**src/rtl/hue_wheel_pkg.sv**
```systemverilog
// rtl/hue_wheel_pkg.sv - segment encoding and colour-wheel duty map for hue_wheel
package hue_wheel_pkg;

    typedef enum logic [2:0] {
        SEG_RG = 3'd0,
        SEG_GR = 3'd1,
        SEG_GB = 3'd2,
        SEG_BG = 3'd3,
        SEG_BR = 3'd4,
        SEG_RB = 3'd5
    } seg_t;

    localparam int          NUM_SEGS = 6;
    localparam logic [2:0]  SEG_LAST = 3'(NUM_SEGS - 1);

    // Wide enough for any PWM_INTERVAL the block is expected to see; callers truncate.
    localparam int DUTY_W = 16;

    typedef struct packed {
        logic [DUTY_W-1:0] r;
        logic [DUTY_W-1:0] g;
        logic [DUTY_W-1:0] b;
    } rgb_t;

    function automatic rgb_t seg_duty(input seg_t seg,
                                      input logic [DUTY_W-1:0] phase,
                                      input logic [DUTY_W-1:0] full);
        rgb_t              c;
        logic [DUTY_W-1:0] dn;
        dn = full - phase;
        c  = '0;
        case (seg)
            SEG_RG: begin c.r = full;  c.g = phase; end
            SEG_GR: begin c.r = dn;    c.g = full;  end
            SEG_GB: begin c.g = full;  c.b = phase; end
            SEG_BG: begin c.g = dn;    c.b = full;  end
            SEG_BR: begin c.r = phase; c.b = full;  end
            SEG_RB: begin c.r = full;  c.b = dn;    end
            default: c = '0;
        endcase
        return c;
    endfunction

endpackage

```
**src/rtl/hue_wheel_step_timer.sv**
```systemverilog
// rtl/hue_wheel_step_timer.sv - step_timer: enable-gated prescaler emitting a one-cycle step strobe
module step_timer #(
    parameter int STEP_INTERVAL = 2000
) (
    input  logic clk,
    input  logic rst,
    input  logic en_i,
    output logic step_o
);

    localparam int             CW   = (STEP_INTERVAL > 1) ? $clog2(STEP_INTERVAL) : 1;
    localparam logic [CW-1:0]  LAST = CW'(STEP_INTERVAL - 1);

    logic [CW-1:0] cnt_q;
    logic [CW-1:0] cnt_d;

    assign step_o = en_i && (cnt_q == LAST);

    always_comb begin
        cnt_d = cnt_q;
        if (en_i) begin
            cnt_d = (cnt_q == LAST) ? '0 : cnt_q + CW'(1);
        end
    end

    always_ff @(posedge clk or posedge rst) begin
        if (rst) begin
            cnt_q <= '0;
        end else begin
            cnt_q <= cnt_d;
        end
    end

endmodule

```
**src/rtl/hue_wheel.sv**
```systemverilog
// rtl/hue_wheel.sv - rainbow RGB duty generator walking six linear colour-wheel segments
// Define HUE_WHEEL_DIR_EN to add the dir input for reverse rotation.
module hue_wheel
    import hue_wheel_pkg::*;
#(
    parameter int  PWM_INTERVAL  = 1200,
    parameter int  STEP_INTERVAL = 2000,
    parameter int  RAMP_STEP     = 2,
    localparam int DW            = $clog2(PWM_INTERVAL + 1)
) (
    input  logic          clk,
    input  logic          rst,
    input  logic          en,
`ifdef HUE_WHEEL_DIR_EN
    input  logic          dir,
`endif
    output logic [DW-1:0] duty_r,
    output logic [DW-1:0] duty_g,
    output logic [DW-1:0] duty_b,
    output logic [2:0]    seg,
    output logic          wrap
);

    localparam logic [DW-1:0] FULL   = DW'(PWM_INTERVAL);
    localparam logic [DW:0]   FULL_W = (DW+1)'(PWM_INTERVAL);
    localparam logic [DW:0]   STEP_W = (DW+1)'(RAMP_STEP);

    logic          step;
    logic          advance;
    logic [DW:0]   nxt;
    seg_t          seg_q, seg_d;
    logic [DW-1:0] ramp_q, ramp_d;
    logic          wrap_q, wrap_d;
    logic [DW-1:0] phase;
    rgb_t          rgb;
    logic [DW-1:0] duty_r_q, duty_g_q, duty_b_q;

    step_timer #(
        .STEP_INTERVAL(STEP_INTERVAL)
    ) u_step_timer (
        .clk    (clk),
        .rst    (rst),
        .en_i   (en),
        .step_o (step)
    );

    // One extra bit so the last partial step is detected rather than wrapping.
    assign nxt     = {1'b0, ramp_q} + STEP_W;
    assign advance = step && (nxt >= FULL_W);

    always_comb begin
        seg_d  = seg_q;
        ramp_d = ramp_q;
        wrap_d = 1'b0;
        if (step) begin
            if (!advance) begin
                ramp_d = nxt[DW-1:0];
            end else begin
                ramp_d = '0;
`ifdef HUE_WHEEL_DIR_EN
                // The incoming dir picks the direction of this advance and is latched with it.
                if (dir) begin
                    seg_d  = (seg_q == SEG_RG) ? SEG_RB : seg_t'(seg_q - 3'd1);
                    wrap_d = (seg_q == SEG_RG);
                end else
`endif
                begin
                    seg_d  = (seg_q == SEG_LAST) ? SEG_RG : seg_t'(seg_q + 3'd1);
                    wrap_d = (seg_q == SEG_LAST);
                end
            end
        end
    end

`ifdef HUE_WHEEL_DIR_EN
    logic dir_q;

    always_ff @(posedge clk or posedge rst) begin
        if (rst) begin
            dir_q <= 1'b0;
        end else if (advance) begin
            dir_q <= dir;
        end
    end

    assign phase = dir_q ? (FULL - ramp_q) : ramp_q;
`else
    assign phase = ramp_q;
`endif

    always_comb begin
        rgb = seg_duty(seg_q, DUTY_W'(phase), DUTY_W'(PWM_INTERVAL));
    end

    always_ff @(posedge clk or posedge rst) begin
        if (rst) begin
            seg_q    <= SEG_RG;
            ramp_q   <= '0;
            wrap_q   <= 1'b0;
            duty_r_q <= FULL;
            duty_g_q <= '0;
            duty_b_q <= '0;
        end else begin
            seg_q    <= seg_d;
            ramp_q   <= ramp_d;
            wrap_q   <= wrap_d;
            duty_r_q <= DW'(rgb.r);
            duty_g_q <= DW'(rgb.g);
            duty_b_q <= DW'(rgb.b);
        end
    end

    assign duty_r = duty_r_q;
    assign duty_g = duty_g_q;
    assign duty_b = duty_b_q;
    assign seg    = seg_q;
    assign wrap   = wrap_q;

endmodule

```
**config.mk**
```make
export PLATFORM = sky130hd
export DESIGN_NAME = hue_wheel
export DESIGN_NICKNAME = d
export VERILOG_FILES = /design/src/rtl/hue_wheel_pkg.sv /design/src/rtl/hue_wheel_step_timer.sv /design/src/rtl/hue_wheel.sv
export SDC_FILE = /design/constraint.sdc
export NUM_CORES = 1
export LEC_CHECK = 0
export BUFFER_PORTS_ARGS = -buffer_cell sky130_fd_sc_hd__buf_2
export CORE_MARGIN = 5
export CORE_UTILIZATION = 50
export DETAILED_ROUTE_END_ITERATION = 8
export GPL_ROUTABILITY_DRIVEN = 0
export PLACE_DENSITY_LB_ADDON = 0.1
export SYNTH_ARGS = -nofsm -noshare
export SYNTH_HDL_FRONTEND = slang
export SYNTH_SLANG_ARGS = --single-unit
```
**constraint.sdc**
```tcl
create_clock -name clk -period 4.5 [get_ports clk]
set_input_delay 0 -clock clk [delete_from_list [all_inputs] [get_ports clk]]
set_output_delay 0 -clock clk [all_outputs]
set_load 0.02 [all_outputs]
```
==> impl_metrics.yaml, run 1 <==
timing:
  finalSetupTns_ns: 0
  clock_skew_ns: 0.008409
  hold_viol: 0
  slew_violations: 0
  rsz0062_at_grt: "no"
  final-setup-viol-count: 0
  fin_hold_ws_ns: 0.4034
  fin_crit_ns: 2.950
  fin_crit_sh: 0.6556
  setup_ws_ns: 1.550
  timing.slew.headroom: 0.3669
  fmax_mhz: 339.0
  tightest_slew_ns: 0.9452
min_path:
  min_path_type: "in2async"
clock_network:
  cts_buffers: 9
  cts-root-buf: "clkbuf_8"
  ctsHoldBuffers: 2
  cts_tree: "yes"
  clk_latency_ns: 0.34
  cts_buffer_depth: 2
  cts_setup_buffers: 0
  h-tree-depth: 3
  cts.sinks: 58
  cts-resized-gates: 0
  clkTransAtPathRegs_ns: 0.07
yosys:
  synthCells: 314
  ys_warn_count: 0
  ys_top_cells_by_area: "dfrtp_1, nor2_1, nand2_1"
  yosys.area_share.adder: 0.01696
  ys_ff_latch: 58
  syn_area_sq_um: 2952
  synth-compound-area-share: 0.1865
  synth_edf_count: 0
  synth.area.mux_share: 0.01780
  synth-simple-area-share: 0.2014
  syn_area_per_cell_sq_um: 9.400
  synth_xor_area_frac: 0.04154
  synth_top_family_by_area: "simple AND/OR/NAND/NOR gates"
  synth.distinct_cells: 53
  synth_top_area_frac: 0.4578
  synth.yosys.seq_area_share: 0.4934
  synth.largest_area_cell: "dfrtp_1"
  ys.flop_type: "dfrtp_1"
  async_reset_ff_frac: 1.000
critical_path:
  cp-startpoint: "phase[2]"
  r2r_end: "phase[4]"
  crit_end: "phase[4]"
  reg2reg_depth: 7
  critPathSlowestCell: "a31oi_1"
  crit_type: "reg2reg"
  r2r_start: "phase[2]"
  worstSetupStartpointType: "register"
  critical_path_arrival_ns: 3.17
  endpoint_kind: "register"
  path_cells: "ha_1 -> and2_1 -> nand3_1 -> or3_1 -> a31oi_1 -> nor2_1 -> a32o_1"
  required_ns: 4.72
  crit_fanout: 11
  critPathMaxStageDelay_ns: 0.73
  r2r_slack_ns: 1.55
global_routing:
  grt-ovfl-total: 0
  track_usage: 0.1836
  grt_pass1_wl_microns: 10750
  grt_pass1_vias: 2196
  antenna_found_initial: 0
  grt_max_degree: 59
place:
  place_ws_ns: 1.625
  port_buffers: 39
  post-place-cells: 411
  dp_hpwl_microns: 4370
die:
  core_sq_um: 5816
  initial_core_util: 0.5075
  die_area_sq_um: 7539
  ios: 40
  die_w_microns: 86.83
  die_h_microns: 86.83
  placementRows: 28
final_layout:
  diodes: 0
  syn_to_final_growth_pct: 16.66
  stdcell_count: 429
  nFillCells: 525
  fin_nets: 356
  drive_gt1_frac: 0.2147
route:
  viasPerCell: 5.494
  drt_wl_total_microns: 6320
  drtPass1Iterations: 5
  wl_per_cell_microns: 14.73
  drt_drc_violations_left: 0
  dr_total_vias: 2357
  drt_iter0_drc: 188
  ant_nets: 0
flow_run:
  cap_violations: 0
run_status:
  outcome: "finished clean"
pwr:
  p_leak_uw: 0.001599
  power_density_nw_per_um2: 352.9
  ir_drop_v: 0.0002338
  p_total_uw: 1215
==> through the flow <==
| stage | cell area [sq um] | util |
|---|---|---|
| floorplan | 2959 | - |
| global placement | 3172 | 0.5454 |
| detailed placement | 3172 | 0.5454 |
| CTS | 3443 | 0.5921 |
| global route | 3443 | 0.5921 |
| finish | 3443 | 0.5921 |
==> worst min-delay path by stage <==
| stage | start | to | slack, ns | depth (start not counted) |
|---|---|---|---|---|
| 4_1_cts | rst | duty_g[0] | 0.43 | 4 |
| 3_3_place_gp | rst | duty_g[0] | 0.25 | 3 |
| 2_1_floorplan | en | u_step_timer.cnt_q[1] | 0.33 | 3 |
| 3_5_place_dp | rst | duty_g[0] | 0.24 | 3 |
| 6_report | rst | duty_r[2] | 0.40 | 4 |
| 5_1_grt | rst | duty_g[0] | 0.50 | 4 |
==> sequential cells by signal (all words and copies together), names as in the netlist <==
name / flops
seg: 3
wrap: 1
phase: 10
duty_r: 11
duty_b: 11
duty_g: 11
u_step_timer.cnt_q: 11
==> per-layer routing <==
metal  part of all wire  track usage
met2               0.48       0.2885
met1               0.44       0.2379
met3              0.068      0.06369
met5                  0            0
met4              0.015      0.05807
==> critical path: cells and delay by family (launching register included) <==
family | cells | cell delay, ns
simple gates | 4 | 0.95
flops | 1 | 0.52
compound gates | 2 | 1.05
fa+ha+maj | 1 | 0.31
==> placed cells by master, fill, tap and decap left out, drive strengths merged, types with 5 or more instances in the layout <==
master	n
dfrtp	54
nor2	44
buf	41
nand2	30
nor3	16
o21ai	16
a21oi	13
clkbuf	11
o22ai	10
nand3	10
xnor2	9
inv	8
o31ai	7
a22o	7
and3	5
xor2	5
==> power by group <==
group,internal (uW),switching (uW),leakage [uW]
Sequential,543,27.0,0.000749
Clock,396,201,0.000129
Combinational,19.8,28.3,0.000721
==> cells in the mapped netlist, drive strengths merged (5+ instances only) <==
| library cell | n |
|---|---|
| inv | 8 |
| xor2 | 5 |
| a22o | 7 |
| nand2 | 30 |
| dfrtp | 54 |
| nor3 | 16 |
| o31ai | 7 |
| xnor2 | 9 |
| a21oi | 13 |
| clkbuf | 14 |
| nor2 | 44 |
| and3 | 5 |
| nand3 | 10 |
| buf | 7 |
| o21ai | 16 |
| o22ai | 10 |
==> cells by family after synthesis <==
group / count (synthesis)
mux: 5
fa+ha+maj: 4
simple gates: 126
buf+inv: 29
flops: 58
compound gates: 77
other cells: 1
xor+xnor: 14
==> area by class of cell <==
type                            count  area (sq um)  area share
Sequential cell                    58          1456      0.4230
Multi-Input combinational cell    229          1381      0.4012
Timing Repair Buffer               43         230.2     0.06686
Clock buffer                       11         151.4     0.04397
Clock inverter                      5         100.1     0.02907
Tap cell                           75         93.84     0.02725
Inverter                            8         30.03    0.008721
No activity file was read; power rests on OpenSTA's default activity.
==> run 2, diff against run 1 <==
Clock period 4.5 ns to 2.4 ns, I/O delays scaled along.
==> run 2 against run 1 <==
Net effect:
- first-iteration DRC count shrank 21%
- die area is the same
- combinational power grew 87%
- non-clock buffer count grew 20
- largest power group is now sequential cells
- sequential cell count is the same
- register-to-register slack lost 1.5 ns
- highest routed layer unchanged
- via count grew 4.1%
- critical endpoint is now seg[1]
- wire length grew 3.3%
- worst hold slack lost 0.012 ns
- clock skew grew 0.0036 ns
- fmax grew 28%
==> impl_metrics.yaml, run 2 (synthesis results as in run 1) <==
timing:
  slew_violations: 0
  setup_ws_ns: 0.09822
  clock_skew_ns: 0.01202
  fin_crit_ns: 2.302
  final-setup-viol-count: 0
  finalSetupTns_ns: 0
  fin_crit_sh: 0.9591
  rsz0062_at_grt: "no"
  tightest_slew_ns: 0.7087
  fin_hold_ws_ns: 0.3910
  fmax_mhz: 434.4
  hold_viol: 0
  timing.slew.headroom: 0.5275
critical_path:
  crit_fanout: 5
  endpoint_kind: "register"
  worstSetupStartpointType: "register"
  critical_path_arrival_ns: 2.53
  required_ns: 2.63
  crit_type: "reg2reg"
place:
  place_ws_ns: 0.06124
  dpl_cell_area_sq_um: 3322
  post-place-cells: 431
  port_buffers: 39
  dp_hpwl_microns: 4658
pwr:
  power_density_nw_per_um2: 548.8
  pwr-share-comb: 0.046
  p_sw_frac: 0.2623
  ir_drop_v: 0.0003108
  p_leak_uw: 0.001649
  p_switching_uw: 505.9
  clock_power_share: 0.399
  intPower_uw: 1423
  seqPwrFrac: 0.554
clock_network:
  cts_buffer_depth: 2
  cts-root-buf: "clkbuf_8"
  clkTransAtPathRegs_ns: 0.07
  cts_tree: "yes"
  cts.sinks: 58
  cts_buffers: 9
  cts_setup_buffers: 0
  h-tree-depth: 3
  clk_latency_ns: 0.35
final_layout:
  stdcell_count: 449
  drive_gt1_frac: 0.2594
  syn_to_final_growth_pct: 19.08
  final_common_cell: "dfrtp_1"
  final_cell_mix: "dfrtp_1, nor2_1, buf_2"
  diodes: 0
  nFillCells: 523
  fin_nets: 376
  final_cell_area_sq_um: 3515
global_routing:
  grt_pass1_wl_microns: 11030
  antenna_found_initial: 0
  grt_max_degree: 59
  track_usage: 0.1915
  grt_pass1_vias: 2263
  grt-ovfl-total: 0
route:
  viasPerCell: 5.463
  ant_nets: 0
  drtPass1Iterations: 4
  drt_iter0_drc: 149
  dr_total_vias: 2453
  drt_wl_total_microns: 6527
  wl_per_cell_microns: 14.54
  drt_drc_violations_left: 0
die:
  die_w_microns: 86.83
  die_h_microns: 86.83
  ios: 40
  core_sq_um: 5816
  initial_core_util: 0.5075
  die_area_sq_um: 7539
  placementRows: 28
flow_run:
  cap_violations: 0
min_path:
  min_path_type: "in2async"
run_status:
  outcome: "finished clean"
run 2: area by class of cell:
| type | count | area, sq um | share of cell area |
|---|---|---|---|
| Timing Repair Buffer | 63 | 380.4 | 0.1082 |
| Clock buffer | 9 | 123.9 | 0.03524 |
| Inverter | 8 | 30.03 | 0.008544 |
| Clock inverter | 7 | 46.29 | 0.01317 |
| Sequential cell | 58 | 1456 | 0.4144 |
| Tap cell | 75 | 93.84 | 0.02670 |
| Multi-Input combinational cell | 229 | 1384 | 0.3937 |
run 2: critical path, cell delays in order, from the launching register on:
cell and delay (ns):
dfrtp_1 0.42, ha_2 0.25, and2_1 0.17, nand3_1 0.15
or3_1 0.39, a31oi_1 0.24, buf_4 0.18, o211ai_2 0.08
mux2_2 0.28
run 2: final timing paths:
kind                                            start                    end  slack, ns  cells past startpoint
worst max-delay path                         phase[1]                 seg[1]        0.1                      8
max in group asynchronous                         rst  u_step_timer.cnt_q[7]       1.52                      4
worst min-delay path                              rst              duty_g[1]       0.39                      4
min in group clk                                   en  u_step_timer.cnt_q[0]       0.50                      3
worst max register to register               phase[1]                 seg[1]        0.1                      8
worst min register to register  u_step_timer.cnt_q[0]  u_step_timer.cnt_q[0]       0.54                      1
run 2: stage by stage:
step | utilization | total power [uW]
after global placement | 0.5712 | 1169
after global routing | 0.6043 | 2020
after floorplan | - | 1146
after detailed placement | 0.5712 | 1176
after CTS | 0.6039 | 1955
final | 0.6043 | 1929
run 2: layer usage:
metal,global-route usage,up-vias,routed length (microns)
met3,0.04183,11,452
met1,0.2663,1166,3046
met4,0.1048,0,133
met2,0.2767,67,2893
met5,0,-,0
li1,-,1209,-
run 2: what timing repair did:
item | in CTS | in global routing
hold buffers | 2 | 0
resized for setup | 0 | 2
hold endpoints to repair | 58 | 0
setup endpoints to repair | 0 | 3
run 2: power groups by stage:
stage / Combinational [uW] / Clock, uW / Sequential [uW]
6_report: 89.6 / 770 / 1070
5_1_grt: 107 / 837 / 1080
4_1_cts: 92.5 / 793 / 1070
3_5_place_dp: 91.4 / 0 / 1080
3_3_place_gp: 85.0 / 0 / 1080
2_1_floorplan: 67.9 / 0 / 1080
==> run 3, diff against run 2 <==
Settings changed: CORE_UTILIZATION 50 to 34.
==> run 3 against run 2 <==
Net effect:
- worst hold slack lost 0.12 ns
- clock-buffer cell count is the same
- die area grew 41%
- critical path type unchanged
- critical endpoint is now seg[2]
==> impl_metrics.yaml, run 3 (synthesis results as in run 1) <==
final_layout:
  drive_gt1_frac: 0.2660
  final_cell_mix: "dfrtp_1, nor2_1, buf_2"
  final_common_cell: "dfrtp_1"
  syn_to_final_growth_pct: 22.51
  nFillCells: 844
  diodes: 0
  fin_nets: 378
die:
  die_h_microns: 103.2
  placementRows: 34
  initial_core_util: 0.3435
  die_w_microns: 103.2
  core_sq_um: 8593
  ios: 40
  die_area_sq_um: 10640
critical_path:
  required_ns: 2.62
  critical_path_arrival_ns: 2.48
  crit_type: "reg2reg"
  endpoint_kind: "register"
  worstSetupStartpointType: "register"
  crit_fanout: 5
  cp-startpoint: "phase[1]"
  r2r_start: "phase[1]"
clock_network:
  h-tree-depth: 3
  clk_latency_ns: 0.34
  cts_tree: "yes"
  cts_buffers: 9
  clkTransAtPathRegs_ns: 0.08
  cts_buffer_depth: 2
  cts-root-buf: "clkbuf_8"
  cts.sinks: 58
timing:
  fin_hold_ws_ns: 0.2715
  fin_crit_sh: 0.9395
  rsz0062_at_grt: "no"
  setup_ws_ns: 0.1453
  finalSetupTns_ns: 0
  fin_crit_ns: 2.255
  hold_viol: 0
  final-setup-viol-count: 0
  timing.slew.headroom: 0.5978
  tightest_slew_ns: 0.6025
  slew_violations: 0
  fmax_mhz: 443.5
  clock_skew_ns: 0.01371
global_routing:
  top_usage_layer: "met2"
  use_met2: 0.2156
  use_met3: 0.04762
  grt_pass1_wl_microns: 12250
  antenna_found_initial: 0
  use_met1: 0.2038
  grt_pass1_vias: 2425
  grt_max_degree: 33
  track_usage: 0.1483
  grt-ovfl-total: 0
pwr:
  seqPwrFrac: 0.515
  p_switching_uw: 535.1
  p_sw_frac: 0.2576
  clock_power_share: 0.440
  power_density_nw_per_um2: 574.5
  intPower_uw: 1542
  pwr-share-comb: 0.045
  p_leak_uw: 0.001681
  ir_drop_v: 0.0002527
route:
  wl_per_cell_microns: 14.96
  ant_nets: 0
  drt_drc_violations_left: 0
  drt_iter0_drc: 94
  drtPass1Iterations: 4
  dr_total_vias: 2500
  viasPerCell: 5.165
  drt_wl_total_microns: 7239
flow_run:
  cap_violations: 0
place:
  place_ws_ns: 0.09023
  port_buffers: 39
  dp_hpwl_microns: 5161
min_path:
  min_path_type: "in2async"
run_status:
  outcome: "finished clean"
[run 3: cell count changes in the layout (fill, tap and decap cells not counted)]
cell	before	now
clkinv_2	3	1
clkinv_4	1	3
clkinvlp_4	3	1
buf_12	0	1
buf_4	22	23
bufinv_16	0	1
dfrtp_1	54	53
dfrtp_2	0	1
inv_6	0	1
[run 3: through the flow]
step | cells | instance area [sq um] | total power [uW] | utilization
after floorplan | 316 | 2959 | 1146 | -
after global routing | 484 | 3616 | 2187 | 0.4208
after detailed placement | 465 | 3383 | 1183 | 0.3937
final | 484 | 3616 | 2077 | 0.4208
after CTS | 483 | 3605 | 2120 | 0.4195
after global placement | 465 | 3383 | 1179 | 0.3937
[run 3: worst max-delay path, cell delays in order, from the launching register on]
cell and delay, ns:
dfrtp_1 0.43, nand3_2 0.10, or3_4 0.40, o41ai_4 0.35, a31oi_1 0.15, buf_4 0.18, o21ai_2 0.17, mux2_2 0.36
[run 3: worst paths after layout]
path | cells after the start | to | slack, ns
setup / recovery | 7 | seg[2] | 0.15
hold / removal | 3 | duty_b[0] | 0.27
min in group clk | 3 | u_step_timer.cnt_q[0] | 0.48
setup reg to reg | 7 | seg[2] | 0.15
hold reg to reg | 1 | u_step_timer.cnt_q[0] | 0.54
max in group asynchronous | 4 | duty_r[4] | 1.48
[run 3: repair_timing]
action                                  4_1_cts  5_1_grt
endpoints found under the setup margin        0        3
hold buffers                                  2        0
gates resized for setup                       0        3
setup buffers                                 0        1
endpoints found under the hold margin        30        0
[run 3: layout make-up]
type	count	area (sq um)	share of cell area
clock inverter	7	77.57	0.02145
inverter	8	30.03	0.008304
clock buffer	9	123.9	0.03426
multi-input combinational	229	1384	0.3827
sequential	58	1458	0.4031
tap	108	135.1	0.03737
timing repair buffer	65	407.9	0.1128
[run 3: per-layer routing]
metal,share of wire,wire length [microns],vias to the layer above
met5,0,0,-
met4,0.029,207,0
met3,0.057,413,23
met2,0.44,3203,66
met1,0.47,3415,1188
li1,-,-,1223
[run 3: power groups by stage]
stage	combinational (uW)	sequential, uW	clock, uW
floorplan	67.9	1080	0
global placement	90.0	1090	0
detailed placement	94.6	1090	0
CTS	96.3	1070	954
global route	112	1080	998
finish	93.7	1070	914
